`config.mk`:
```
export PLATFORM = sky130hd
export DESIGN_NAME = aud_player
export DESIGN_NICKNAME = d
export VERILOG_FILES = /design/src/rtl/aud_pkg.sv /design/src/rtl/aud_sync_edge.sv /design/src/rtl/aud_player.sv
export SDC_FILE = /design/constraint.sdc
export NUM_CORES = 1
export LEC_CHECK = 0
export ABC_CLOCK_PERIOD_IN_PS = 2800
export BUFFER_PORTS_ARGS = -buffer_cell sky130_fd_sc_hd__buf_2
export CAP_MARGIN = 40
export CORE_MARGIN = 3
export CORE_UTILIZATION = 58
export CTS_CLUSTER_SIZE = 40
export DETAILED_ROUTE_END_ITERATION = 8
export HOLD_SLACK_MARGIN = 0.03
export PLACE_DENSITY = 0.78
export SLEW_MARGIN = 30
export SYNTH_ARGS = -nofsm -noshare
export SYNTH_HDL_FRONTEND = slang
export SYNTH_HIERARCHICAL = 1
export SYNTH_SLANG_ARGS = --single-unit
```
`constraint.sdc`:
```
create_clock -name i_clk -period 2.8 [get_ports i_clk]
set_input_delay 0.84 -clock i_clk [delete_from_list [all_inputs] [get_ports i_clk]]
set_output_delay 0.84 -clock i_clk [all_outputs]
set_load 0.01 [all_outputs]
```
`src/rtl/aud_pkg.sv`:
```
// aud_pkg: shared definitions for the I2S playback path.
//   aud_state_t     : serializer states (S_IDLE / S_WAIT / S_SEND / S_DONE)
//   AUD_DATA_W      : default sample width
//   AUD_SYNC_STAGES : default flop count of each pin synchronizer
`timescale 1ns/1ps
package aud_pkg;

  localparam int AUD_DATA_W      = 16;
  localparam int AUD_SYNC_STAGES = 2;

  typedef enum logic [1:0] {
    S_IDLE = 2'd0,
    S_WAIT = 2'd1,
    S_SEND = 2'd2,
    S_DONE = 2'd3
  } aud_state_t;

endpackage

```
`src/rtl/aud_sync_edge.sv`:
```
// aud_sync_edge: brings an asynchronous codec clock pin into i_clk and
// reports its level plus single-cycle rise/fall pulses.
//   i_clk, i_rst_n : system clock, async active-low reset
//   i_pin          : asynchronous input pin
//   o_level        : synchronized level
//   o_rise/o_fall  : one-cycle edge pulses, STAGES+1 cycles after the pin
`timescale 1ns/1ps
module aud_sync_edge #(
  parameter int STAGES = 2
) (
  input  logic i_clk,
  input  logic i_rst_n,
  input  logic i_pin,
  output logic o_level,
  output logic o_rise,
  output logic o_fall
);

  logic [STAGES-1:0] sync_q;
  logic              hist_q;

  assign o_level = sync_q[STAGES-1];

  // Edge pulses are registered so that every consumer sees them exactly
  // STAGES+1 cycles after the pin moves, free of combinational glitches.
  always_ff @(posedge i_clk or negedge i_rst_n) begin
    if (!i_rst_n) begin
      sync_q <= '0;
      hist_q <= 1'b0;
      o_rise <= 1'b0;
      o_fall <= 1'b0;
    end else begin
      sync_q <= {sync_q[STAGES-2:0], i_pin};
      hist_q <= sync_q[STAGES-1];
      o_rise <= sync_q[STAGES-1] & ~hist_q;
      o_fall <= ~sync_q[STAGES-1] & hist_q;
    end
  end

endmodule

```
`src/rtl/aud_player.sv`:
```
// aud_player: serializes one DSP sample per stereo frame onto the WM8731
// DAC data pin in I2S format (mono duplicated on both channels, MSB first,
// one BCLK delay after each DACLRCK edge).
//   i_clk, i_rst_n : system clock (>= 8x BCLK), async active-low reset
//   i_en           : playback enable (level)
//   i_mute         : latch zero instead of i_dac_data
//   i_bclk         : codec bit clock (async)
//   i_daclrck      : codec DAC LR clock (async), low = left
//   i_dac_data     : signed sample from the DSP stage
//   i_atten        : arithmetic right-shift amount (only with
//                    AUD_PLAYER_ATTEN_EN defined)
//   o_aud_dacdat   : serial DAC data
//   o_sample_req   : one-cycle pulse when a new sample is latched
//   o_busy         : high whenever the serializer is not idle
`timescale 1ns/1ps
module aud_player
  import aud_pkg::*;
#(
  parameter int DATA_W      = AUD_DATA_W,
  parameter int SYNC_STAGES = AUD_SYNC_STAGES
) (
  input  logic              i_clk,
  input  logic              i_rst_n,
  input  logic              i_en,
  input  logic              i_mute,
  input  logic              i_bclk,
  input  logic              i_daclrck,
  input  logic [DATA_W-1:0] i_dac_data,
`ifdef AUD_PLAYER_ATTEN_EN
  input  logic [3:0]        i_atten,
`endif
  output logic              o_aud_dacdat,
  output logic              o_sample_req,
  output logic              o_busy
);

  localparam int CNT_W = $clog2(DATA_W + 1);

  aud_state_t        state;
  logic [DATA_W-1:0] sample_r;
  logic [DATA_W-1:0] shift_r;
  logic [CNT_W-1:0]  bit_cnt;
  logic [DATA_W-1:0] new_sample;

  logic bclk_lvl, bclk_rise, bclk_fall;
  logic lrck_lvl, lrck_rise, lrck_fall;
  logic unused_sync;

  aud_sync_edge #(.STAGES(SYNC_STAGES)) u_bclk_sync (
    .i_clk   (i_clk),
    .i_rst_n (i_rst_n),
    .i_pin   (i_bclk),
    .o_level (bclk_lvl),
    .o_rise  (bclk_rise),
    .o_fall  (bclk_fall)
  );

  aud_sync_edge #(.STAGES(SYNC_STAGES)) u_lrck_sync (
    .i_clk   (i_clk),
    .i_rst_n (i_rst_n),
    .i_pin   (i_daclrck),
    .o_level (lrck_lvl),
    .o_rise  (lrck_rise),
    .o_fall  (lrck_fall)
  );

  // Only the edges that move the serializer are consumed.
  assign unused_sync = ^{bclk_lvl, bclk_rise, lrck_lvl};

  // Value captured at the start of a frame. Mute overrides attenuation.
  always_comb begin
    new_sample = '0;
    if (!i_mute) begin
`ifdef AUD_PLAYER_ATTEN_EN
      new_sample = DATA_W'($signed(i_dac_data) >>> i_atten);
`else
      new_sample = i_dac_data;
`endif
    end
  end

  assign o_busy = (state != S_IDLE);

  // Priority: disable, then LR edge, then bit clock. An LR edge that
  // coincides with a BCLK fall swallows that fall, which produces the
  // one-BCLK I2S delay in S_WAIT. A rise from idle is ignored so that
  // playback always begins on a left channel.
  always_ff @(posedge i_clk or negedge i_rst_n) begin
    if (!i_rst_n) begin
      state        <= S_IDLE;
      sample_r     <= '0;
      shift_r      <= '0;
      bit_cnt      <= '0;
      o_aud_dacdat <= 1'b0;
      o_sample_req <= 1'b0;
    end else begin
      o_sample_req <= 1'b0;
      if (!i_en) begin
        state        <= S_IDLE;
        o_aud_dacdat <= 1'b0;
      end else if (lrck_fall) begin
        sample_r     <= new_sample;
        shift_r      <= new_sample;
        o_sample_req <= 1'b1;
        bit_cnt      <= '0;
        o_aud_dacdat <= 1'b0;
        state        <= S_WAIT;
      end else if (lrck_rise && state != S_IDLE) begin
        shift_r      <= sample_r;
        bit_cnt      <= '0;
        o_aud_dacdat <= 1'b0;
        state        <= S_WAIT;
      end else if (bclk_fall) begin
        case (state)
          S_WAIT: begin
            o_aud_dacdat <= shift_r[DATA_W-1];
            shift_r      <= {shift_r[DATA_W-2:0], 1'b0};
            bit_cnt      <= CNT_W'(1);
            state        <= S_SEND;
          end
          S_SEND: begin
            if (bit_cnt == CNT_W'(DATA_W)) begin
              o_aud_dacdat <= 1'b0;
              state        <= S_DONE;
            end else begin
              o_aud_dacdat <= shift_r[DATA_W-1];
              shift_r      <= {shift_r[DATA_W-2:0], 1'b0};
              bit_cnt      <= bit_cnt + CNT_W'(1);
            end
          end
          default: o_aud_dacdat <= 1'b0;
        endcase
      end
    end
  end

endmodule

```
==> run metrics <==
status=finished clean; CTS Buffer Depth=2; Power per Cell Area=698 nW/um2; Peak VDD IR=between 0.4 and 0.5 mV; CTS resizes=0; Syn Std Cell Area=approximately 2500 um2; syn avg cell area=about 12 um2; Tmin final=around 2200 ps; Syn Nets=about 240; Clk pin slew, worst setup/hold paths=90 ps; CP Launch Point=bit_cnt[0]; Critical R2R Launch=bit_cnt[0]; clock network fraction of design power=between 30% and 40%; largest net degree at the start of global routing=34; RR Endpoint=bit_cnt[0]; P_sw=approximately 0.49 mW; Worst Path Required=roughly 3000 ps; final net count=around 270; Worst R2R Path Depth=6; part of the cycle the worst path needs=between 70% and 80%; layout cells sized above 1=between 20 and 25%; fmax=roughly 460 MHz; placer congestion estimate=around 0.74; Final setup viols=0; worst-margin pin slew=around 720 ps; Int Power=roughly 1.5 mW; Avg Vias per Cell=around 5.5; Antenna Cells=0; most common cell after layout, fill and taps aside=dfrtp_1; Seq pwr share=roughly half; initial antenna violation count=0; Avg WL per Cell=between 15 and 20 um; Post-DP HPWL=2930 um; gr ovfl total=0; Port Buffers=24; Cells after Synth=approximately 220; Initial Util=about three fifths; setup_tns=0 ps; CTS tree=done; IO Pins=25; 1st-iter DRT viols=96; unrepaired setup endpoints after global routing=false; sw frac=~25%; vias in the first global route=about 1700; Setup Skew=between 4 and 5 ps; Clock Tree Root=clkbuf_8; R2R Setup Slk=roughly 630 ps; final hold violations=0; Max-Slew Margin vs Limit=between 50% and 60%; gr usage total=roughly a fifth; number of iterations in the first detailed-routing pass=4; Chip Width=71.6 um; Hold Path Depth=0; Gate power share=about a fifth; dpl ws=between 600 and 700 ps; most frequent cells in the layout=50 x dfrtp_1, 35 x mux2i_1, 25 x nand2_1, 24 x buf_2; fill cell count=between 300 and 400; die height=a little over 70 um; Routed Antenna Nets=0; first-pass GRT wire length=just under 8000 um; Sink Count=50; die area=~5100 um2; # Post-CTS Setup Buffers=0; max-slew violation count=0; Max Cap Violations=0; Detailed Route WL=~4500 um; crit path capture type=flip-flop; post-cts hold buffer count=0; yosys synthesis warning count=6; CP Max Fanout=18; post-route DRC violation count=0; dpl cells=284; CP endpoint=bit_cnt[0]; worst hold path class=reg -> reg; Skew-Pair Late Insertion Delay=approximately 300 ps; CP arrival=roughly 2400 ps; htree depth=2; synthesis-to-layout area growth=11.7%; row count=23; Lkg Pwr=between 1 and 1.5 nW; CTS buffer count=5; Vias=1614; Worst Slack Setup Final=634 ps; post-route insts no fill=292; Critical Path Source Type=flip-flop; kind of critical path=reg -> reg; total core area=~4100 um2
==> state kept, by name, summed over array words and instances, names as in the netlist <==
name / cells
bit_cnt: 5
o_aud_dacdat: 1
o_sample_req: 1
sample_r: 16
shift_r: 16
state: 2
u_bclk_sync/hist_q: 1
u_bclk_sync/o_fall: 1
u_bclk_sync/sync_q: 2
u_lrck_sync/hist_q: 1
u_lrck_sync/o_fall: 1
u_lrck_sync/o_rise: 1
u_lrck_sync/sync_q: 2
==> critical path, cell delays in order, from the launching register on <==
cell      delay, ps
dfrtp_1         450
inv_1            90
ha_1            130
and4bb_2        270
a21oi_1         110
o21ai_4         580
mux2_2          420
==> power groups by stage <==
stage	clock [mW]	combinational (mW)	sequential (mW)
floorplan	0	0.309	0.923
global placement	0	0.366	0.946
detailed placement	0	0.386	0.955
CTS	0.633	0.391	0.942
global route	0.661	0.436	0.961
finish	0.616	0.386	0.944
==> area by class of cell <==
cell class	count	area, um2	area share [%]
flip-flops and latches	50	1250	44.9
clock inverters	2	60.1	2.15
multi-input cells	149	1160	41.5
inverters	7	26.3	0.942
well taps	50	62.6	2.24
clock buffers	6	82.6	2.96
repair buffers	28	150	5.38
==> metal layers <==
| layer | routed length, um | GRT usage, % | vias to the layer above | share of wire (%) |
|---|---|---|---|---|
| li1 | - | - | 787 | - |
| met4 | 80 | 8.77 | 0 | 1.8 |
| met1 | 2070 | 26.5 | 784 | 46 |
| met5 | 0 | 0 | - | 0 |
| met2 | 2140 | 30.6 | 36 | 48 |
| met3 | 177 | 4.77 | 7 | 4.0 |
==> how the worst min path moves through the flow <==
stage,startpoint,end
2_1_floorplan,u_bclk_sync/sync_q[0],u_bclk_sync/sync_q[1]
3_3_place_gp,u_bclk_sync/sync_q[0],u_bclk_sync/sync_q[1]
3_5_place_dp,u_bclk_sync/sync_q[0],u_bclk_sync/sync_q[1]
4_1_cts,u_bclk_sync/sync_q[0],u_bclk_sync/sync_q[1]
5_1_grt,u_lrck_sync/sync_q[0],u_lrck_sync/sync_q[1]
6_report,u_bclk_sync/sync_q[0],u_bclk_sync/sync_q[1]
==> stage by stage <==
stage          hold WS [ps]  cell area [um2]  utilization, %  total power, mW
2_1_floorplan           331             2500               -             1.23
3_3_place_gp            332             2650            64.8             1.31
3_5_place_dp            338             2650            64.8             1.34
4_1_cts                 359             2790            68.2             1.97
5_1_grt                 365             2790            68.2             2.06
6_report                356             2790            68.2             1.95
No activity file was read; power rests on OpenSTA's default activity.
